==> config.mk <==
export PLATFORM = sky130hd
export DESIGN_NAME = lottery_controller
export DESIGN_NICKNAME = d
export VERILOG_FILES = /design/src/rtl/lottery_pkg.sv /design/src/rtl/pick_compare.sv /design/src/rtl/lottery_controller.sv
export SDC_FILE = /design/constraint.sdc
export NUM_CORES = 1
export LEC_CHECK = 0
export CAP_MARGIN = 5
export CORE_ASPECT_RATIO = 1.1
export CORE_MARGIN = 8
export CORE_UTILIZATION = 35
export DETAILED_ROUTE_END_ITERATION = 10
export GPL_ROUTABILITY_DRIVEN = 0
export HOLD_SLACK_MARGIN = 0.1
export PLACE_DENSITY = 0.57
export SKIP_LAST_GASP = 1
export SLEW_MARGIN = 0
export SYNTH_ARGS = -nofsm -noshare
export SYNTH_HDL_FRONTEND = slang
export SYNTH_SLANG_ARGS = --single-unit
==> constraint.sdc <==
create_clock -name CLK -period 3.1 [get_ports CLK]
set_input_delay 0.62 -clock CLK [delete_from_list [all_inputs] [get_ports CLK]]
set_output_delay 0.62 -clock CLK [all_outputs]
set_load 0.02 [all_outputs]
==> src/rtl/lottery_pkg.sv <==
// Shared types and defaults for the lottery ticket checker.
// Latency: n/a (types and constants only).
// Backpressure: n/a.
package lottery_pkg;

  localparam int NUM_PICKS   = 4;
  localparam int DEF_MAX_NUM = 31;
  localparam int DEF_MIN_WIN = 3;

  typedef logic [4:0] num_t;
  typedef logic [NUM_PICKS-1:0][4:0] num_vec_t;

  typedef enum logic [2:0] {
    IDLE,
    ENTRY,
    CHECK,
    REPORT,
    ERROR
  } state_t;

endpackage

==> src/rtl/pick_compare.sv <==
// Compares one pick against four reference numbers; hit if any unmasked entry is equal.
// Latency: purely combinational.
// Backpressure: none.
//   pick : number under test
//   vals : four reference numbers (entry 0 in the low slice)
//   mask : entry i takes part in the compare only when mask[i] is set
//   hit  : at least one enabled entry equals pick
module pick_compare
  import lottery_pkg::*;
(
  input  num_t                 pick,
  input  num_vec_t             vals,
  input  logic [NUM_PICKS-1:0] mask,
  output logic                 hit
);

  always_comb begin
    hit = 1'b0;
    for (int i = 0; i < NUM_PICKS; i++) begin
      if (mask[i] && (pick == vals[i])) hit = 1'b1;
    end
  end

endmodule

==> src/rtl/lottery_controller.sv <==
// Checks one four-pick lottery ticket against latched winning numbers and reports matches.
// Latency: READY 1 cycle after SYSRDY; result/DONE 5 cycles after the 4th accepted pick.
// Backpressure: picks accepted only while READY; NUM_VLD ignored elsewhere, CLR always wins.
//   CLK, RST          : clock, async active-high reset
//   W1..W4, SYSRDY    : winning numbers and their validity flag
//   NUM, NUM_VLD      : serial player picks
//   CLR               : abort / acknowledge, returns to IDLE
//   READY/BUSY/ERR    : decoded from state (ENTRY/CHECK/ERROR)
//   DONE              : registered one-cycle pulse on REPORT entry
//   MATCHES, WIN      : result, nonzero only in REPORT
module lottery_controller
  import lottery_pkg::*;
#(
  parameter int MAX_NUM = DEF_MAX_NUM,
  parameter int MIN_WIN = DEF_MIN_WIN
) (
  input  logic       CLK,
  input  logic       RST,
  input  logic [4:0] W1,
  input  logic [4:0] W2,
  input  logic [4:0] W3,
  input  logic [4:0] W4,
  input  logic       SYSRDY,
  input  logic [4:0] NUM,
  input  logic       NUM_VLD,
  input  logic       CLR,
  output logic       READY,
  output logic       BUSY,
  output logic       DONE,
  output logic [2:0] MATCHES,
  output logic       WIN,
  output logic       ERR
);

  // 6-bit range check so MAX_NUM = 31 still yields a real comparison.
  localparam logic [5:0] MAX_V = 6'(MAX_NUM);
  localparam logic [2:0] WIN_V = 3'(MIN_WIN);

  state_t   state_q, state_d;
  num_vec_t wl_q;          // winning numbers latched on IDLE exit
  num_vec_t picks_q;       // accepted picks, index = acceptance order
  logic [1:0] pcnt_q;      // number of picks accepted so far (wraps on 4th)
  logic [1:0] idx_q;       // pick under comparison in CHECK
  logic [2:0] mcnt_q;      // match counter, max 4
  logic       done_q;

  logic latch_w, store_pick, step_chk;
  logic num_ok, pick_legal, hit;

  num_t                 cmp_pick;
  num_vec_t             cmp_vals;
  logic [NUM_PICKS-1:0] cmp_mask;
  logic [NUM_PICKS-1:0] dup_mask;

  // Only picks already accepted count for the duplicate check.
  always_comb begin
    dup_mask = '0;
    for (int i = 0; i < NUM_PICKS; i++) begin
      dup_mask[i] = (2'(i) < pcnt_q);
    end
  end

  // One comparator shared: stored pick vs winners in CHECK,
  // incoming pick vs stored picks otherwise (duplicate detection).
  always_comb begin
    if (state_q == CHECK) begin
      cmp_pick = picks_q[idx_q];
      cmp_vals = wl_q;
      cmp_mask = '1;
    end else begin
      cmp_pick = NUM;
      cmp_vals = picks_q;
      cmp_mask = dup_mask;
    end
  end

  pick_compare u_cmp (
    .pick (cmp_pick),
    .vals (cmp_vals),
    .mask (cmp_mask),
    .hit  (hit)
  );

  assign num_ok     = (NUM != 5'd0) && ({1'b0, NUM} <= MAX_V);
  assign pick_legal = num_ok && !hit;

  always_ff @(posedge CLK or posedge RST) begin
    if (RST) state_q <= IDLE;
    else     state_q <= state_d;
  end

  always_comb begin
    state_d    = state_q;
    latch_w    = 1'b0;
    store_pick = 1'b0;
    step_chk   = 1'b0;
    if (CLR) begin
      state_d = IDLE;
    end else begin
      case (state_q)
        IDLE: begin
          if (SYSRDY) begin
            state_d = ENTRY;
            latch_w = 1'b1;
          end
        end
        ENTRY: begin
          // A low SYSRDY here means it fell after latching: W no longer trusted.
          if (!SYSRDY) begin
            state_d = ERROR;
          end else if (NUM_VLD) begin
            if (!pick_legal) begin
              state_d = ERROR;
            end else begin
              store_pick = 1'b1;
              if (pcnt_q == 2'd3) state_d = CHECK;
            end
          end
        end
        CHECK: begin
          if (!SYSRDY) begin
            state_d = ERROR;
          end else begin
            step_chk = 1'b1;
            if (idx_q == 2'd3) state_d = REPORT;
          end
        end
        REPORT:  state_d = REPORT;
        ERROR:   state_d = ERROR;
        default: state_d = IDLE;
      endcase
    end
  end

  always_ff @(posedge CLK or posedge RST) begin
    if (RST) begin
      wl_q    <= '0;
      picks_q <= '0;
      pcnt_q  <= '0;
      idx_q   <= '0;
      mcnt_q  <= '0;
      done_q  <= 1'b0;
    end else begin
      if (latch_w) begin
        wl_q    <= {W4, W3, W2, W1};
        picks_q <= '0;
        pcnt_q  <= '0;
      end
      if (store_pick) begin
        picks_q[pcnt_q] <= NUM;
        pcnt_q          <= pcnt_q + 2'd1;
        if (pcnt_q == 2'd3) begin
          idx_q  <= '0;
          mcnt_q <= '0;
        end
      end
      if (step_chk) begin
        idx_q  <= idx_q + 2'd1;
        mcnt_q <= mcnt_q + {2'b00, hit};
      end
      done_q <= (state_q == CHECK) && (state_d == REPORT);
    end
  end

  assign READY   = (state_q == ENTRY);
  assign BUSY    = (state_q == CHECK);
  assign ERR     = (state_q == ERROR);
  assign DONE    = done_q;
  assign MATCHES = (state_q == REPORT) ? mcnt_q : 3'd0;
  assign WIN     = (state_q == REPORT) && (mcnt_q >= WIN_V);

endmodule

==> metrics.log, run 1 <==
INFO  metric outcome = finished, final reports clean
INFO  metric worstSetupEndpointType = flip-flop
INFO  metric fp-row-count = 35
INFO  metric total_leakage_power = 0.001578 uW
INFO  metric dieWidth = 104.1 um
INFO  metric timing.max_slew.rel_slack = 0.7123
INFO  metric insertion_delay = 0.31 ns
INFO  metric first_iter_violations = 60
INFO  metric rsz0062_at_grt = false
INFO  metric synth.top_cells.by_area = sky130_fd_sc_hd__dfrtp_1, sky130_fd_sc_hd__mux2_2, sky130_fd_sc_hd__xnor2_1
INFO  metric synth_edf_count = 0
INFO  metric fillerInstances = 811
INFO  metric synthesis.instances = 267
INFO  metric synth.most_common_cell = sky130_fd_sc_hd__dfrtp_1
INFO  metric maximum_number_of_pins_on_one_net_before_global_route_repair = 43
INFO  metric drt_first_pass_iters = 4
INFO  metric dp_hpwl = 5227 um
INFO  metric cts_max_path_buffers = 2
INFO  metric core_area = 8320 um^2
INFO  metric post_drt_via_cell_ratio = 4.981
INFO  metric antenna_found_initial = 0
INFO  metric critical_path_peak_fanout = 8
INFO  metric grt.total_usage = 0.1227
INFO  metric power-per-cell-area = 447.7 nW/um^2
INFO  metric cts_tree = done
INFO  metric cts_max_level = 2
INFO  metric diodes = 0
INFO  metric share_of_cells_above_drive_strength_1 = 0.2452
INFO  metric post_drt_wl_per_cell = 16.38 um
INFO  metric route.final.wire_length = 6897 um
INFO  metric period_minus_slack = 2.864 ns
INFO  metric setup-tns-final = 0 ns
INFO  metric mappedNetlistNets = 304
INFO  metric yosys.cell_types.count = 41
INFO  metric post_synth_instance_area = 2987 um^2
INFO  metric clock_sink_count = 51
INFO  metric cts_made_buffers = 5
INFO  metric syn_to_final_growth = 21.70%
INFO  metric peakVddDrop = 0.0002439 V
INFO  metric ys_warn_count = 0
INFO  metric finalCritPeriodShare = 0.9240
INFO  metric fp.dieArea = 11750 um^2
INFO  metric final_hold_viol_count = 0
INFO  metric drc = 0
INFO  metric number_of_global_route_vias_before_repair = 2273
INFO  metric final_net_count = 346
INFO  metric synth_top_area_share = 0.4273
INFO  metric cap_violations = 0
INFO  metric layoutNonFillerInstCount = 421
INFO  metric clk_transition_reported_paths = 0.10 ns
INFO  metric slowest_stage = sky130_fd_sc_hd__clkdlybuf4s50_1
INFO  metric worst_ep_arrival_time = 3.07 ns
INFO  metric pin_count = 38
INFO  metric syn_avg_cell_area = 11.19 um^2
INFO  metric numPlacedInstances = 413
INFO  metric synthTopCellsByCount = sky130_fd_sc_hd__dfrtp_1, sky130_fd_sc_hd__mux2_2, sky130_fd_sc_hd__nor2b_1
INFO  metric final-setup-viol-count = 0
INFO  metric worst_ep_required_time = 3.31 ns
INFO  metric worstSetupStartpointType = primary input
INFO  metric number_of_buffers_inserted_by_port_buffering = 37
INFO  metric synthArstFlopShare = 1.000
INFO  metric die_y = 112.9 um
INFO  metric worstPathCellList = clkdlybuf4s50_1 > xor2_1 > nor4_1 > a32oi_1 > nor2_1 > nor4_4 > nand2_1 > ha_1 > ha_1 > nand2b_1 > a21oi_1 > a31o_2
INFO  metric worst_hold_path_type = flip-flop to flip-flop
INFO  metric timing.setup.critical_path_class = primary input to flip-flop
INFO  metric floorplan.initialDensity = 0.3589
INFO  metric highest_clock_rate = 349.1 MHz
INFO  metric report.final.slew_viol_count = 0
INFO  metric synth_area_leader_cell = sky130_fd_sc_hd__dfrtp_1
INFO  metric ys_seq_area_frac = 0.4273
INFO  metric routed-via-count = 2097
INFO  metric grt_remaining_overflow = 0
INFO  metric synthFlopType = sky130_fd_sc_hd__dfrtp_1
INFO  metric cpMostUsedCell = sky130_fd_sc_hd__ha_1
INFO  metric cts_root_buffer = sky130_fd_sc_hd__clkbuf_8
INFO  metric drt.antenna.violating_nets = 0
INFO  metric flip_flop_and_latch_count_after_synthesis = 51
INFO  metric max_stage_delay = 0.57 ns
INFO  metric worst_clock_skew = 0.008478 ns
INFO  metric cts.hold.buffers_added = 0
INFO  metric worst_pin_slew = 0.4309 ns
INFO  metric grt_first_pass_wirelength = 11810 um
timing repair:
item                                    CTS  global route
endpoints found under the setup margin    0             1
setup buffers                             0             0
resized for setup                         0             1
stage by stage:
step	total power (uW)	worst slack, ns	hold slack [ns]	utilization	instance area [um^2]
3_5_place_dp	1252	-0.05980	0.5227	0.4262	3546
3_3_place_gp	1253	0.03382	0.5212	0.4262	3546
4_1_cts	1648	0.1813	0.5504	0.4367	3633
2_1_floorplan	1121	0.2939	0.4998	-	2987
5_1_grt	1723	0.08860	0.5640	0.4368	3635
6_report	1627	0.2357	0.5420	0.4368	3635
cells in the final DEF (no fill, tap or decap), types with 7 or more instances in the layout:
cell / count
sky130_fd_sc_hd__xnor2_1: 18
sky130_fd_sc_hd__ha_1: 7
sky130_fd_sc_hd__nor2b_1: 23
sky130_fd_sc_hd__nand2_1: 12
sky130_fd_sc_hd__dfrtp_1: 50
sky130_fd_sc_hd__xor2_1: 16
sky130_fd_sc_hd__nor2_1: 11
sky130_fd_sc_hd__mux2_2: 40
sky130_fd_sc_hd__nand3_1: 7
sky130_fd_sc_hd__buf_4: 11
sky130_fd_sc_hd__clkdlybuf4s50_1: 37
state kept, by name, indices dropped and copies added, names as in the netlist:
register / cells
idx_q: 2
mcnt_q: 3
picks_q: 20
wl_q: 20
DONE: 1
state_q: 3
pcnt_q: 2
critical path: cells and delay by family:
| kind | cells | cell delay, ns |
|---|---|---|
| xor gates and xnor gates | 1 | 0.24 |
| buffers and inverters | 1 | 0.57 |
| AOI/OAI and AO/OA | 3 | 0.45 |
| and+or+nand+nor | 5 | 0.88 |
| adders and majority gates | 2 | 0.31 |
final timing paths:
path                       slack [ns]  depth (start not counted)               endpoint                 start
max in group asynchronous        1.87                          3   picks_q[4]$_DFF_PP0_                   RST
min in group asynchronous        0.62                          2    wl_q[0]$_DFFE_PP0P_                   RST
max                              0.24                         12  mcnt_q[2]$_DFFE_PP0P_                NUM[3]
min                              0.54                          1   wl_q[14]$_DFFE_PP0P_  wl_q[14]$_DFFE_PP0P_
min reg2reg                      0.54                          1   wl_q[14]$_DFFE_PP0P_  wl_q[14]$_DFFE_PP0P_
max reg2reg                      0.34                         11  mcnt_q[2]$_DFFE_PP0P_  idx_q[0]$_DFFE_PP0P_
per-layer routing:
| metal | GRT usage | vias to the layer above | part of all wire |
|---|---|---|---|
| met5 | 0 | - | 0 |
| met4 | 0.04348 | 0 | 0.015 |
| met3 | 0.01876 | 7 | 0.028 |
| met2 | 0.2055 | 38 | 0.50 |
| met1 | 0.1571 | 1047 | 0.46 |
| li1 | - | 1005 | - |
cell type report:
class	instances	area, um^2	share of cell area
clock buffers	5	68.82	0.01893
inverters	7	26.28	0.007229
flip-flops and latches	51	1277	0.3515
repair buffers	49	473.0	0.1301
multi-input cells	195	1632	0.4489
well taps	111	138.9	0.03821
clock inverters	3	18.77	0.005164
where the power goes:
group          internal, uW  leakage [uW]  switching [uW]
Sequential              759      0.000662            85.8
Combinational           230      0.000867             163
Clock                   160     0.0000483             231
cells by family after synthesis:
| kind of cell | after synthesis | synth area share |
|---|---|---|
| mux | 50 | 0.2057 |
| xor+xnor | 34 | 0.09970 |
| flops | 51 | 0.4273 |
| compound gates | 20 | 0.04357 |
| simple gates | 84 | 0.1659 |
| fa+ha+maj | 7 | 0.02932 |
| buf+inv | 21 | 0.02848 |
(Power assumes the default switching activity.)
==> run 2: changes to the inputs <==
- CORE_UTILIZATION: 35 -> 55
- PLACE_DENSITY: 0.57 -> 0.81
- RECOVER_POWER: default -> 50
==> metrics.log, run 2 (synthesis gave the netlist of run 1 again) <==
INFO  metric power-per-cell-area = 467.0 nW/um^2 (+4.3%)
INFO  metric clock_sink_count = 51 (unchanged)
INFO  metric worst_pin_slew = 1.031 ns (+0.6004 ns)
INFO  metric drt_first_pass_iters = 4 (unchanged)
INFO  metric critical_path_peak_fanout = 10 (+2)
INFO  metric cts_max_level = 2 (unchanged)
INFO  metric number_of_buffers_inserted_by_port_buffering = 37 (unchanged)
INFO  metric rsz0062_at_grt = false
INFO  metric worst_hold_path_type = flip-flop to flip-flop
INFO  metric post-cts-setup-buffers = 0 (unchanged)
INFO  metric share_of_cells_above_drive_strength_1 = 0.2273 (-0.01789)
INFO  metric worstSetupEndpointType = flip-flop
INFO  metric dp_hpwl = 4953 um (-5.2%)
INFO  metric syn_to_final_growth = 19.69%
INFO  metric final.hold.worst_slack = 0.5402 ns (-0.001821 ns)
INFO  metric setup-tns-final = 0 ns (unchanged)
INFO  metric post_drt_wl_per_cell = 16.55 um (+1.0%)
INFO  metric fp.dieArea = 8047 um^2 (-32%)
INFO  metric ff2ff_path_depth = 11 (unchanged)
INFO  metric route.final.wire_length = 6338 um (-8.1%)
INFO  metric insertion_delay = 0.30 ns (about the same)
INFO  metric period_minus_slack = 2.786 ns (-0.07812 ns)
INFO  metric timing.setup.critical_path_class = flip-flop to flip-flop
INFO  metric outcome = finished, final reports clean
INFO  metric power_frac_clock = 0.264 (+0.024)
INFO  metric cp_num_buf_inv = 0 (-1)
INFO  metric routed-via-count = 2126 (+1.4%)
INFO  metric post_drt_via_cell_ratio = 5.551 (+11%)
INFO  metric finalCritPeriodShare = 0.8988 (-0.02520)
INFO  metric first_iter_violations = 94 (+57%)
INFO  metric finalInstanceArea = 3575 um^2 (-1.7%)
INFO  metric diodes = 0 (unchanged)
INFO  metric final_util = 0.6713 (+0.2344)
INFO  metric final-setup-viol-count = 0 (unchanged)
INFO  metric grt_remaining_overflow = 0 (unchanged)
INFO  metric combinationalPowerShare = 0.230 (-0.011)
INFO  metric drc = 0 (unchanged)
INFO  metric peakVddDrop = 0.0003142 V (+29%)
INFO  metric worst_hold_path.endpoint = wl_q[2]$_DFFE_PP0P_
INFO  metric power_report.internal_total = 1221 uW (+6.3%)
INFO  metric worstPathCellList = mux4_2 > xnor2_1 > nand4_1 > a21oi_1 > nor4_4 > nand2_1 > ha_1 > ha_1 > nand2b_1 > a21oi_1 > a31o_2
INFO  metric report.final.slew_viol_count = 0 (unchanged)
INFO  metric cts_root_buffer = sky130_fd_sc_hd__clkbuf_8
INFO  metric core_area = 5325 um^2 (-36%)
INFO  metric final_hold_viol_count = 0 (unchanged)
INFO  metric timing.max_slew.rel_slack = 0.3117 (-0.4006)
INFO  metric clk_transition_reported_paths = 0.09 ns (about the same)
INFO  metric crit-reg2reg-launch = idx_q[0]$_DFFE_PP0P_
INFO  metric pin_count = 38 (unchanged)
INFO  metric mostFrequentLayoutCells = sky130_fd_sc_hd__dfrtp_1, sky130_fd_sc_hd__mux2_2, sky130_fd_sc_hd__clkdlybuf4s50_1
INFO  metric grt_first_pass_wirelength = 10750 um (-9.0%)
INFO  metric biggestRegsByFlops = picks_q x20, wl_q x20
INFO  metric fp-row-count = 28 (-20%)
INFO  metric cap_violations = 0 (unchanged)
INFO  metric crit_cells = 11 (-1)
INFO  metric timing.critical_path.max_delay_family = multiplexers
INFO  metric switchingPower = 448.5 uW (-6.4%)
INFO  metric max_stage_delay = 0.63 ns (+0.06 ns)
INFO  metric worst_clock_skew = 0.01072 ns (+0.002238 ns)
INFO  metric die_y = 93.29 um (-17%)
INFO  metric worst_ep_required_time = 3.30 ns (about the same)
INFO  metric cts.hold.buffers_added = 0 (unchanged)
INFO  metric worstSetupStartpointType = flip-flop
INFO  metric maximum_number_of_pins_on_one_net_before_global_route_repair = 28 (-35%)
INFO  metric worst_ep_arrival_time = 2.99 ns (-0.08 ns)
INFO  metric worstReg2RegEnd = mcnt_q[2]$_DFFE_PP0P_
INFO  metric dpl_cell_area = 3481 um^2 (-1.8%)
INFO  metric drt.antenna.violating_nets = 0 (unchanged)
INFO  metric cts_made_buffers = 5 (unchanged)
INFO  metric slowest_stage = sky130_fd_sc_hd__mux4_2
INFO  metric layout.cells.most_common = sky130_fd_sc_hd__dfrtp_1
INFO  metric power.share.switching = 0.2687 (-0.02573)
INFO  metric final_net_count = 345 (-0.29%)
INFO  metric antenna_found_initial = 0 (unchanged)
INFO  metric total_leakage_power = 0.001573 uW (-0.32%)
INFO  metric floorplan.initialDensity = 0.5609 (+0.2019)
INFO  metric fin_total_pwr = 1669 uW (+2.6%)
INFO  metric highest_clock_rate = 358.9 MHz (+2.8%)
INFO  metric power_frac_seq = 0.506 (-0.013)
INFO  metric hold_depth = 1 (unchanged)
INFO  metric cts_max_path_buffers = 2 (unchanged)
INFO  metric dieWidth = 86.26 um (-17%)
INFO  metric timing.reg2reg.setup_slack = 0.31 ns (-0.03 ns)
INFO  metric hold_start = wl_q[2]$_DFFE_PP0P_
INFO  metric number_of_global_route_vias_before_repair = 2221 (-2.3%)
INFO  metric grt.total_usage = 0.1689 (+0.04619)
INFO  metric fillerInstances = 425 (-48%)
INFO  metric cts_tree = done
[run 2: cell types whose count changed in the layout (fill, tap and decap cells not counted)]
cell                              delta
sky130_fd_sc_hd__buf_12              -1
sky130_fd_sc_hd__inv_6               -1
sky130_fd_sc_hd__dlygate4sd3_1       +4
sky130_fd_sc_hd__clkinv_2            -2
sky130_fd_sc_hd__bufinv_16           +1
sky130_fd_sc_hd__clkbuf_2            +1
sky130_fd_sc_hd__buf_4               -3
sky130_fd_sc_hd__clkdlybuf4s50_1     -4
sky130_fd_sc_hd__inv_1               +1
sky130_fd_sc_hd__clkbuf_1            +3
sky130_fd_sc_hd__inv_2               -1
[run 2: cell type report]
type | instances | area, um^2 | area share
Sequential cell | 51 | 1277 | 0.3574
Multi-Input combinational cell | 195 | 1632 | 0.4564
Tap cell | 75 | 93.84 | 0.02625
Clock inverter | 1 | 30.03 | 0.008400
Timing Repair Buffer | 48 | 442.9 | 0.1239
Inverter | 7 | 26.28 | 0.007350
Clock buffer | 6 | 72.57 | 0.02030
[run 2: worst reg2reg max path: stages, from the launching register on]
cell and delay (ns):
sky130_fd_sc_hd__dfrtp_2 0.52, sky130_fd_sc_hd__mux4_2 0.63, sky130_fd_sc_hd__xnor2_1 0.17, sky130_fd_sc_hd__nand4_1 0.11, sky130_fd_sc_hd__a21oi_1 0.13, sky130_fd_sc_hd__nor4_4 0.33, sky130_fd_sc_hd__nand2_1 0.09, sky130_fd_sc_hd__ha_1 0.19
sky130_fd_sc_hd__ha_1 0.18, sky130_fd_sc_hd__nand2b_1 0.07, sky130_fd_sc_hd__a21oi_1 0.06, sky130_fd_sc_hd__a31o_2 0.22
[run 2: what timing repair did]
item	4_1_cts	5_1_grt
gates resized for setup	0	1
hold endpoints to repair	0	0
setup endpoints to repair	0	1
[run 2: through the flow]
| step | std cells | setup WS (ns) |
|---|---|---|
| 2_1_floorplan | 267 | 0.2939 |
| 3_3_place_gp | 376 | 0.1268 |
| 5_1_grt | 383 | 0.07645 |
| 6_report | 383 | 0.3138 |
| 3_5_place_dp | 376 | 0.05178 |
| 4_1_cts | 383 | 0.1586 |
[run 2: how the worst max path moves through the flow]
stage | from | end | slack (ns)
floorplan | idx_q[0]$_DFFE_PP0P_ | mcnt_q[2]$_DFFE_PP0P_ | 0.29
global placement | NUM[3] | mcnt_q[2]$_DFFE_PP0P_ | 0.13
detailed placement | NUM[1] | mcnt_q[2]$_DFFE_PP0P_ | 0.05
CTS | idx_q[0]$_DFFE_PP0P_ | mcnt_q[2]$_DFFE_PP0P_ | 0.16
global route | idx_q[0]$_DFFE_PP0P_ | mcnt_q[2]$_DFFE_PP0P_ | 0.08
finish | idx_q[0]$_DFFE_PP0P_ | mcnt_q[2]$_DFFE_PP0P_ | 0.31
[run 2: routing by layer]
metal,global-route usage,part of all wire,vias up
met5,0,0,-
li1,-,-,1015
met4,0.07615,0.023,0
met3,0.02807,0.030,11
met2,0.2845,0.52,46
met1,0.2074,0.43,1054
[run 2: power by group through the flow]
stage          sequential, uW  clock (uW)  combinational, uW
4_1_cts                   845         455                391
3_3_place_gp              855           0                380
2_1_floorplan             824           0                297
6_report                  844         441                384
5_1_grt                   858         480                424
3_5_place_dp              858           0                390
==> RTL edit (config.mk and constraints of run 2) <==
Reset style: synchronous (`RST`), changed in 2 clocked blocks. Comments in the files are not updated.
--- a/src/rtl/lottery_controller.sv
+++ b/src/rtl/lottery_controller.sv
@@ -84,7 +84,7 @@
   assign num_ok     = (NUM != 5'd0) && ({1'b0, NUM} <= MAX_V);
   assign pick_legal = num_ok && !hit;
 
-  always_ff @(posedge CLK or posedge RST) begin
+  always_ff @(posedge CLK) begin
     if (RST) state_q <= IDLE;
     else     state_q <= state_d;
   end
@@ -132,7 +132,7 @@
     end
   end
 
-  always_ff @(posedge CLK or posedge RST) begin
+  always_ff @(posedge CLK) begin
     if (RST) begin
       wl_q    <= '0;
       picks_q <= '0;
Check against the original RTL: differs if RST is asserted again (counterexample within 4 cycles, from zero or initial values and one cycle with RST high); with RST held inactive, the same outputs for 4 cycles.
==> RTL edit against run 2 <==
Cell area shrank 4.3%. Wire length grew 7.3%. Cell count grew 6.8%. Synthesized area shrank 3.1%. First-iteration DRC count grew 20%. Synthesized cell count grew 17%. Setup slack lost 0.095 ns. Core utilization grew 0.81 points. Sequential cell count is the same. Largest cell class unchanged.
Power is not compared: it rests on default switching activity, and its combinational part moved more than twofold at a synthesized area within 25%.
==> RTL edit: results (changes against run 2) <==
| Metric | Value |
|---|---|
| Combinational group power | roughly 0.00014 W |
| Sequential Power Share | 0.555 |
| Fraction of registers with async set/reset | 0 (was 1.000) |
| Nets | 387 (was 345) |
| DR vias/cell | 5.814 (was 5.551) |
| First-pass GRT wire length | 11.48 mm (was 10.75 mm) |
| Initial antenna violation count | 0 (unchanged) |
| Number of flops mapped to enable cells by yosys | 0 (unchanged) |
| Final setup fails | 0 (unchanged) |
| Largest net degree at the start of global routing | 55 (was 28) |
| Syn nets | 350 (was 304) |
| Clock Pin Slew Worst Setup and Hold Paths | 0.09 ns (about the same) |
| XOR/XNOR share of the synthesized area | 0.1029 (was 0.09971) |
| Yosys Warn Count | 0 (unchanged) |
| Multi-input logic area | 0.001763 mm² (was 0.001632 mm²) |
| Post-synth top cells | 51 x dfxtp_1, 46 x nand2_1, 23 x a21oi_1 (was 51 x dfrtp_1, 40 x mux2_2, 23 x nor2b_1) |
| Worst hold path type | reg -> reg (unchanged) |
| Sequential area share after synthesis | 0.3526 (was 0.4273) |
| Seq group | around 0.0007 W |
| Post-synth cell types | 54 (was 41) |
| Number of global-route vias before repair | 2,462 (was 2,221) |
| TritonCTS Buffers | 5 (unchanged) |
| 1st-iter DRT viols | 113 (was 94) |
| Lkg Pwr | 1.405 nW |
| PostCTS Resize Cnt | 0 (unchanged) |
| Grt total ovfl | 0 (unchanged) |
| Worst Clk Skew | 0.01037 ns (was 0.01072 ns) |
| Post-CTS Setup Inserts | 0 (unchanged) |
| Mux contribution to synthesized area | 0.1059 (was 0.2057) |
| Area contributors post-synth | dfxtp_1 35%, xor2_1 6.7%, nand2_1 6.0% (was dfrtp_1 43%, mux2_2 15%, xnor2_1 5.3%) |
| Area post-placement | 0.003332 mm² (was 0.003481 mm²) |
| Finished Layout Cells | 409 (was 383) |
| Hold-fix buffers, CTS | 0 (unchanged) |
| Clk root buf | clkbuf_8 (unchanged) |
| Wire per inst | 16.62 µm (was 16.55 µm) |
| DP Worst Slack | 0.07264 ns (was 0.05178 ns) |
| Worst-margin pin slew | 1.070 ns (was 1.031 ns) |
| Global router's overall resource usage | 0.1801 (was 0.1689) |
| Post-placement cell count | 401 (was 376) |
| Share of layout cells above drive strength 1 | 0.1054 (was 0.2273) |
| H-Tree Depth | 2 (unchanged) |
| Setup total negative slack | 0 ns (unchanged) |
| Cells after synthesis | 313 (was 267) |
| Adder-cell share of the synthesized area | 0.03025 (was 0.02933) |
| Port-buffer cells | 37 (unchanged) |
| DRT Pass-1 Iters | 4 (unchanged) |
| Status | finished clean (unchanged) |
| CP arrival | 3.08 ns (was 2.99 ns) |
| Worst-path maximum fanout | 5 (was 10) |
| DP HPWL | 5.145 mm (was 4.953 mm) |
| Fill cells | 418 (was 425) |
| Synth Area in Compound Gates | 0.1370 (was 0.04357) |
| Clock Latency Late Sink | about 0.31 ns |
| CTS max path bufs | 2 (unchanged) |
| N_diodes | 0 (unchanged) |
| Max IR drop VDD | roughly 0.33 mV |
| Largest regs | picks_q (20), wl_q (20) (unchanged) |
==> RTL edit: cell count changes after synthesis, moves of 17 or more <==
cell,before,now
dfxtp_1,0,51
mux2_2,40,3
dfrtp_1,51,0
nand3b_1,0,17
nand2_1,12,46
nor2b_1,23,2
a21oi_1,4,23
==> RTL edit: path summary, 6_finish.rpt <==
check	slack (ns)	to	depth (start not counted)	startpoint
min reg2reg	0.47	wl_q[10]$_SDFFE_PP0P_	2	wl_q[10]$_SDFFE_PP0P_
max	0.22	mcnt_q[2]$_SDFFE_PP0P_	11	idx_q[0]$_SDFFE_PP0P_
max reg2reg	0.22	mcnt_q[2]$_SDFFE_PP0P_	11	idx_q[0]$_SDFFE_PP0P_
min	0.47	wl_q[10]$_SDFFE_PP0P_	2	wl_q[10]$_SDFFE_PP0P_
==> RTL edit: area by class of cell <==
type | count | share of cell area
clock inverter | 1 | 0.002561
clock buffer | 7 | 0.02525
multi-input combinational | 239 | 0.5156
sequential | 51 | 0.2986
tap | 58 | 0.02122
inverter | 4 | 0.004391
timing repair buffer | 49 | 0.1325
==> RTL edit: worst max-delay path, cell delays in order, from the launching register on <==
cell      delay [ns]
dfxtp_1         0.41
buf_4           0.19
mux4_2          0.61
xor2_1          0.18
nor4_1          0.07
and3_4          0.18
a211oi_4        0.25
nand2_2         0.09
ha_1            0.19
ha_1            0.18
nor4b_1         0.14
a311o_1         0.28
==> RTL edit: per-layer routing <==
layer	GRT usage	wire length [µm]
met5	0	0
met4	0.06835	99
met3	0.04103	284
met2	0.3103	3334
met1	0.2114	3080
